===== config.mk =====
export PLATFORM = sky130hd
export DESIGN_NAME = alu_uart_loader
export DESIGN_NICKNAME = d
export VERILOG_FILES = /design/src/rtl/alu_uart_loader.sv
export SDC_FILE = /design/constraint.sdc
export NUM_CORES = 1
export LEC_CHECK = 0
export BUFFER_PORTS_ARGS = -buffer_cell sky130_fd_sc_hd__buf_2
export CAP_MARGIN = 25
export CORE_ASPECT_RATIO = 0.9
export CORE_MARGIN = 2
export CORE_UTILIZATION = 35
export DETAILED_ROUTE_END_ITERATION = 6
export SYNTH_ARGS = -nofsm -noshare
export SYNTH_HDL_FRONTEND = slang
export SYNTH_SLANG_ARGS = --single-unit

===== constraint.sdc =====
create_clock -name clk -period 1.6 [get_ports clk]
set_input_delay 0.32 -clock clk [delete_from_list [all_inputs] [get_ports clk]]
set_output_delay 0.32 -clock clk [all_outputs]
set_load 0.01 [all_outputs]

===== src/rtl/alu_uart_loader.sv =====
// alu_uart_loader: collects operand A, operand B and opcode bytes from a UART, then returns the ALU result.
// Define ALU_IF_TIMEOUT_EN to compile in the inter-byte timeout that aborts a partial frame.
module alu_uart_loader #(
  parameter int NB_DATA        = 8,
  parameter int NB_OPCODE      = 6,
  parameter int TIMEOUT_CYCLES = 50000
) (
  input  logic                 clk,
  input  logic                 reset,
  input  logic [NB_DATA-1:0]   rx_data,
  input  logic                 rx_done,
  input  logic [NB_DATA-1:0]   alu_result,
  input  logic                 tx_busy,
  output logic [NB_DATA-1:0]   dato_a,
  output logic [NB_DATA-1:0]   dato_b,
  output logic [NB_OPCODE-1:0] opcode,
  output logic [NB_DATA-1:0]   tx_data,
  output logic                 tx_start,
  output logic                 timeout
);
  typedef enum logic [2:0] {RX_A, RX_B, RX_OP, WAIT_ALU, SEND} state_t;
  state_t               state_q, state_d;
  logic [NB_DATA-1:0]   a_q, a_d, b_q, b_d, tx_q, tx_d;
  logic [NB_OPCODE-1:0] op_q, op_d;
  logic                 start_q, start_d, to_q, to_d;
`ifdef ALU_IF_TIMEOUT_EN
  localparam int CW = $clog2(TIMEOUT_CYCLES + 1);
  localparam logic [CW-1:0] CNT_LAST = CW'(TIMEOUT_CYCLES - 1);
  logic [CW-1:0] cnt_q, cnt_d;
`endif
  always_comb begin
    state_d = state_q;
    a_d     = a_q;
    b_d     = b_q;
    op_d    = op_q;
    tx_d    = tx_q;
    start_d = 1'b0;
    to_d    = 1'b0;
    case (state_q)
      RX_A:     if (rx_done) begin a_d = rx_data; state_d = RX_B; end
      RX_B:     if (rx_done) begin b_d = rx_data; state_d = RX_OP; end
      RX_OP:    if (rx_done) begin op_d = rx_data[NB_OPCODE-1:0]; state_d = WAIT_ALU; end
      WAIT_ALU: begin tx_d = alu_result; state_d = SEND; end
      SEND:     if (!tx_busy) begin start_d = 1'b1; state_d = RX_A; end
      default:  state_d = RX_A;
    endcase
`ifdef ALU_IF_TIMEOUT_EN
    // Counter is zero outside the waits, so entering RX_B/RX_OP always starts from 0; rx_done wins over expiry.
    cnt_d = '0;
    if ((state_q == RX_B || state_q == RX_OP) && !rx_done) begin
      if (cnt_q == CNT_LAST) begin
        state_d = RX_A;
        to_d    = 1'b1;
      end else begin
        cnt_d = cnt_q + 1'b1;
      end
    end
`endif
  end
  always_ff @(posedge clk or posedge reset) begin
    if (reset) begin
      state_q <= RX_A;
      a_q     <= '0;
      b_q     <= '0;
      op_q    <= '0;
      tx_q    <= '0;
      start_q <= 1'b0;
      to_q    <= 1'b0;
`ifdef ALU_IF_TIMEOUT_EN
      cnt_q   <= '0;
`endif
    end else begin
      state_q <= state_d;
      a_q     <= a_d;
      b_q     <= b_d;
      op_q    <= op_d;
      tx_q    <= tx_d;
      start_q <= start_d;
      to_q    <= to_d;
`ifdef ALU_IF_TIMEOUT_EN
      cnt_q   <= cnt_d;
`endif
    end
  end
  assign dato_a   = a_q;
  assign dato_b   = b_q;
  assign opcode   = op_q;
  assign tx_data  = tx_q;
  assign tx_start = start_q;
  assign timeout  = to_q;
endmodule


==> results, run 1 <==
- The flow ran to the end, and the final reports show no timing, DRC or antenna violations.
- The HPWL reported at the end of detailed placement is 1.950 mm.
- The top cell types in the final layout, fill and taps aside, are buf_2 (50), dfrtp_1 (33), mux2_2 (30).
- In the final routed layout, each cell accounts on average for 14.24 um.
- Along the worst path, the maximum fanout reaches 8.
- The number of failing setup endpoints in the final timing report is 0.
- The longest clock path from root to sink contains 2 buffers.
- The root buffer cell is clkbuf_8.
- The floorplan die width is 69.38 um.
- The cell depth of the worst flop-to-flop path is 3.
- Dividing the final minimum period by the clock period gives 0.9467.
- The number of global-route vias before repair is 866.
- The signal on the critical path passes through nor4bb_4 > buf_4 > mux2_2.
- The fraction of power consumed by the clock network is 0.178.
- The floorplan has 21 rows.
- At the worst endpoint, the required time is 1.77 ns.
- The part of the Yosys area used for sequential elements is 0.6320.
- STA classifies the critical path endpoint as a flop.
- The count of input and output buffers is 50.
- Setup repair after global routing left no endpoint under its margin.
- The hold slack is 0.1144 ns.
- The max-slew violation total from the final report is 0.
- The delay contributed by the slowest stage of the critical path is 0.50 ns.
- Internal power comes to 2435 uW.
- The initial utilization of the core area, before any placement, comes to 0.3634.
- Static timing analysis puts the maximum clock frequency at 660.2 MHz.
- The remaining antenna violation count is 0.
- In the global route stage, overall resource usage came out at 0.1292.
- The total negative slack for setup checks is 0 ns.
- The proportion of power drawn by combinational gates is 0.389.
- The power per unit of standard cell area is 2028 mW/mm2.
- The post-CTS setup buffer count is 0.
- Clock-pin slew was measured on the worst setup and hold paths at 0.07 ns.
- In this run, synthesis produced a sequential element count of 34.
- The TritonCTS sink count is 34.
- The area enclosed by the die boundary is 0.004360 mm2.
- After synthesis the cells add up to 0.001346 mm2.
- The cell accounting for the most synthesized area is dfrtp_1.
- Hold repair after CTS inserted 0 buffers.
- Gates resized during post-CTS repair numbered 0.
- The final period demand of the worst path is 1.515 ns.
- The congestion estimate from routability-driven global placement came to 0.6568.
- The worst hold path belongs to the class in2async.
- The library cell contributing the largest single delay on the critical path is dfrtp_1.
- The kind of critical path is reg2reg.
- The most common library cell in the layout ignoring fill and taps is buf_2.
- The tool flagged a number of max-cap violations equal to 0.
- The count of final hold-check violations was 0.
- The worst setup path is launched from a flop.
- The antenna diode instance count is 0.
- Counting every net in the synthesized netlist gives 104.
- For this run, the number of Yosys warnings is 0.
- Detailed routing inserted a total of 884 vias.
- The static leakage is 0.0008506 uW.
- The number of cells produced by synthesis is 84.
- Across the routed clock network, the largest skew measured is 0.006319 ns.
- The H-tree was split into 2 levels.
- The count of TritonRoute iterations in the first routing pass is 4.
- Fill cells in the final layout number 345.
- The clock insertion delay at the later pin of the skew report is 0.29 ns.
- The area added between synthesis and finish is 31.97%.
- The CTS tree is built.
- The initial antenna violation count is 0.
- The origin of the critical flop-to-flop path is state_q[2].
- The mean area per synthesized cell is 16.03 um2.
- The worst IR drop on VDD is 0.7455 mV.
- After the first detailed-routing iteration, the DRC count stood at 27.
- In this run the standard cell core region covers 0.003705 mm2.
- The first-pass GRT wire length is 4.264 mm.
- The total overflow left after global routing is 0.
- The count of cell types in the netlist is 16.
- The final wirelength is 2.691 mm.
- The proportion of netlist area held by the largest area contributor is 0.6320.
- Of the total power, the share spent switching nets is 0.3241.
- The number of remaining DRC errors is 0.
- At the end of the flow, the number of nets in the layout was 162.
- The timing startpoint of the critical path is state_q[2].
- The vertical die dimension is 62.84 um.
- Entering global routing, the biggest net connects 35 pins.
- Sorting the synthesized cells by area gives the leading types as dfrtp_1 (63%), mux2_2 (25%), nor4b_4 (1.8%).
- Summed over all nets, the switching power comes to 1168 uW.
- The part of the total power dissipated in sequential elements is 0.433.
- The arrival time of the worst setup path is 1.69 ns.
- Clock tree synthesis inserted a total of 5 buffers.
- For this design the top-level I/O count stands at 52.
- In the final layout, the share of cells above drive strength 1 is 0.6853.
- In the routed layout, each cell is associated on average with a via count of 4.677.
power groups by stage:
stage          logic (uW)  registers, uW  clock network (uW)
2_1_floorplan         698           1700                   0
3_3_place_gp         1370           1540                   0
3_5_place_dp         1410           1560                   0
4_1_cts              1410           1550                 659
5_1_grt              1520           1630                 716
6_report             1400           1560                 640
layout make-up:
type,instances,area [um2],share of cell area
inverters,1,3.754,0.002113
clock inverters,1,5.005,0.002817
well taps,46,57.56,0.03239
repair buffers,56,295.3,0.1662
clock buffers,7,86.33,0.04859
multi-input cells,44,476.7,0.2683
flip-flops and latches,34,852.1,0.4796
metal layers:
layer	wire length, um	part of all wire	up-vias	GRT usage
met5	0	0	-	0
met4	53	0.020	0	0.05882
met3	149	0.055	5	0.05968
met2	1345	0.50	24	0.1875
met1	1142	0.42	444	0.1639
li1	-	-	411	-
cells by family after synthesis:
| logic type | after synthesis | share of synthesized area |
|---|---|---|
| flip-flops | 34 | 0.6320 |
| AO/OA/AOI/OAI | 2 | 0.007435 |
| other | 1 | 0.002785 |
| multiplexers | 30 | 0.2509 |
| buffers and inverters | 6 | 0.02973 |
| AND/OR/NAND/NOR | 11 | 0.07713 |
through the flow:
stage / setup WS [ns] / cell area [um2] / instances / util / power, uW
final: 0.08534 / 1777 / 189 / 0.4796 / 3602
after global routing: 0.003494 / 1777 / 189 / 0.4796 / 3860
after CTS: 0.05576 / 1760 / 189 / 0.4752 / 3622
after detailed placement: 0.06812 / 1669 / 181 / 0.4505 / 2973
after global placement: 0.03817 / 1669 / 181 / 0.4505 / 2914
after floorplan: 0.1571 / 1346 / 84 / - / 2393
state kept, by name (all words and copies together) (netlist names):
signal,count
tx_data,8
dato_b,8
dato_a,8
tx_start,1
state_q,3
opcode,6
synth_stat cells:
cell and number:
a21oi_1 2, buf_2 2, buf_4 2, buf_6 1
conb_1 1, dfrtp_1 34, inv_1 1, mux2_2 30
nand2_1 1, nand2b_1 2, nand3b_1 2, nand4bb_1 1
nor4b_1 1, nor4b_4 1, nor4bb_1 2, or3b_2 1
final timing paths:
path	end	slack, ns
setup reg to reg	dato_b[0]	0.09
min in group clk	tx_start	0.24
setup / recovery	dato_b[0]	0.09
hold reg to reg	opcode[0]	0.50
hold / removal	opcode[3]	0.11
max in group asynchronous	state_q[0]	1.17
critical path, delay by kind of cell, from the launching register on:
family	cells	cell delay, ns
flops	1	0.50
simple gates	1	0.34
mux	1	0.34
buf+inv	1	0.22
No activity file was read; power rests on OpenSTA's default activity.
==> run 2, diff against run 1 <==
- CTS_BUF_LIST: default -> sky130_fd_sc_hd__clkbuf_2 sky130_fd_sc_hd__clkbuf_4 sky130_fd_sc_hd__clkbuf_8
==> run 2 against run 1 <==
  * Power grew 0.22%
  * Combinational power is essentially flat
  * Critical path depth did not move
  * Hold slack gained 0.0057 ns
  * Sequential power about the same
  * First-iteration DRC count did not move
  * Largest power group unchanged
  * Highest routed layer unchanged
==> results, run 2 (synthesis gave the netlist of run 1 again) <==
- The total clock buffers created by CTS is 5.
- The worst setup skew after layout is 0.005944 ns.
- The H-tree generated during clock tree synthesis spans 2 levels.
- The delay contributed by the slowest stage of the critical path is 0.51 ns.
- The final cycle utilization of the critical path is 0.9501.
- Of all nets on the critical path, the largest fanout is 8.
- The slowest stage of the critical path belongs to the cell dfrtp_1.
- The worst setup slack after placement is 0.06812 ns.
- The remaining antenna violation count is 0.
- At the end of routability-driven placement, the weighted congestion stood at 0.6568.
- The run finished with clean final reports.
- The critical path endpoint category is a flop.
- The antenna diode instance count is 0.
- The aggregate global-route resource usage is 0.1292.
- Derived from the worst setup path, the maximum achievable clock frequency is 657.9 MHz.
- The area enclosed by the die boundary is 0.004360 mm2.
- Entering global routing, the biggest net connects 35 pins.
- At the worst endpoint, the required time is 1.76 ns.
- The standard-cell row count is 21.
- The floorplan die width is 69.38 um.
- The leftover overflow at the end of global routing is 0.
- The switching portion of total power is 0.3210.
- The CTS tree is built.
- The initial antenna violation count came to 0.
- The area growth from synthesis to layout is 32.25%.
- The die is 62.84 um tall.
- The post-route non-filler standard cell count is 189.
- The max-slew violation total from the final report is 0.
- Traced cell by cell, the critical path runs through nor4bb_4 > buf_4 > mux2_2.
- The detailed-route via count is 897.
- In this run the static leakage power is 0.0008541 uW.
- For the final routed database, the setup TNS stands at 0 ns.
- The count of final hold-check violations was 0.
- The count of input and output buffers is 50.
- The first-pass GRT wire length is 4.264 mm.
- The class of the tightest hold or removal check is in2async.
- The share of total power dissipated in sequential elements is 0.433.
- In the routed design, unresolved DRC markers number 0.
- The root buffer cell chosen for the clock tree is clkbuf_8.
- The share of layout cells above drive strength 1 is 0.6923.
- Counting every sink on the clock net gives 34.
- The worst setup path is launched from a flop.
- The HPWL after detailed placement is 1.950 mm.
- The starting density of the core is 0.3634.
- The final worst setup slack is 0.07990 ns.
- In the layout the commonest cells are buf_2 (50), dfrtp_1 (33), mux2_2 (30).
- IR analysis of the VDD net gives a maximum drop of 0.7552 mV.
- The count of TritonRoute iterations in the first routing pass is 4.
- The critical path is of the reg2reg type.
- The final period demand of the worst path is 1.520 ns.
- The tool flagged a number of max-cap violations equal to 0.
- The number of global-route vias before repair is 866.
- Including well taps, the total number of placed cells is 181.
- In this run, the number of DRC markers left after iteration 0 of detailed routing was 27.
- In the final routed layout, each cell accounts on average for 14.38 um.
- In this run the standard cell core region covers 0.003705 mm2.
- The net count of the finished layout is 162.
- Data on the critical path arrives at its endpoint at 1.68 ns.
- The layout filler cell count is 345.
- Clock-pin slew was measured on the worst setup and hold paths at 0.07 ns.
- Setup violations remaining at the end of the flow were counted as 0.
- The most common library cell in the layout ignoring fill and taps is buf_2.
- The cell-internal power is 2452 uW.
- Using the TritonRoute via totals, the vias-per-cell ratio works out to 4.746.
- Hold repair after CTS inserted 0 buffers.
- The proportion of power drawn by combinational gates is 0.388.
- The I/O pin count is 52.
- The maximum number of buffers from clock root to sink is 2.
- The net switching power figure is 1159 uW.
- The power per unit of standard cell area is 2028 mW/mm2.
- The final wirelength is 2.717 mm.
- At the later pin of the worst-skew pair, clock insertion delay measures 0.28 ns.
- Of the total power, the clock network draws 0.179.
run 2: cell counts in the layout (fill, tap and decap cells not counted):
Identical to the previous run, type by type.
run 2: repair_timing:
item / 4_1_cts / 5_1_grt
setup endpoints to repair: 0 / 7
gates resized for setup: 0 / 3
setup buffers: 0 / 0
run 2: layer usage:
layer / wire length, um / global-route usage / up-vias
met3: 135 / 0.05968 / 2
li1: - / - / 410
met1: 1129 / 0.1639 / 462
met2: 1425 / 0.1875 / 23
met4: 27 / 0.05882 / 0
met5: 0 / 0 / -
run 2: cell type report:
class | count | area [um2] | share of cell area
tap | 46 | 57.56 | 0.03233
clock buffer | 7 | 90.09 | 0.05060
multi-input combinational | 44 | 476.7 | 0.2677
clock inverter | 1 | 5.005 | 0.002811
sequential | 34 | 852.1 | 0.4786
inverter | 1 | 3.754 | 0.002108
timing repair buffer | 56 | 295.3 | 0.1658
run 2: worst max-delay path, delay by kind of cell (launching register included):
kind,cells,cell delay [ns]
buf+inv,1,0.22
flops,1,0.51
mux,1,0.34
simple gates,1,0.34
run 2: through the flow:
stage,hold slack (ns),power [uW],utilization,cell area (um2)
after global placement,0.4314,2914,0.4505,1669
after detailed placement,0.4389,2973,0.4505,1669
final,0.1201,3610,0.4806,1780
after CTS,0.1315,3639,0.4762,1764
after floorplan,0.3914,2393,-,1346
after global routing,0.1488,3881,0.4806,1780
run 2: power groups by stage:
| stage | clock, uW | combinational [uW] | sequential (uW) |
|---|---|---|---|
| after floorplan | 0 | 698 | 1700 |
| after global placement | 0 | 1370 | 1540 |
| after detailed placement | 0 | 1410 | 1560 |
| after CTS | 675 | 1410 | 1550 |
| after global routing | 733 | 1520 | 1630 |
| final | 647 | 1400 | 1560 |
run 2: path summary, 6_finish.rpt:
check / end / cells past startpoint / slack (ns) / startpoint
worst max register to register: dato_b[0] / 3 / 0.08 / state_q[2]
worst min register to register: opcode[0] / 1 / 0.50 / opcode[0]
min in group clk: tx_start / 2 / 0.24 / tx_busy
max in group asynchronous: state_q[0] / 3 / 1.16 / reset
worst min-delay path: opcode[3] / 3 / 0.12 / reset
worst max-delay path: dato_b[0] / 3 / 0.08 / state_q[2]
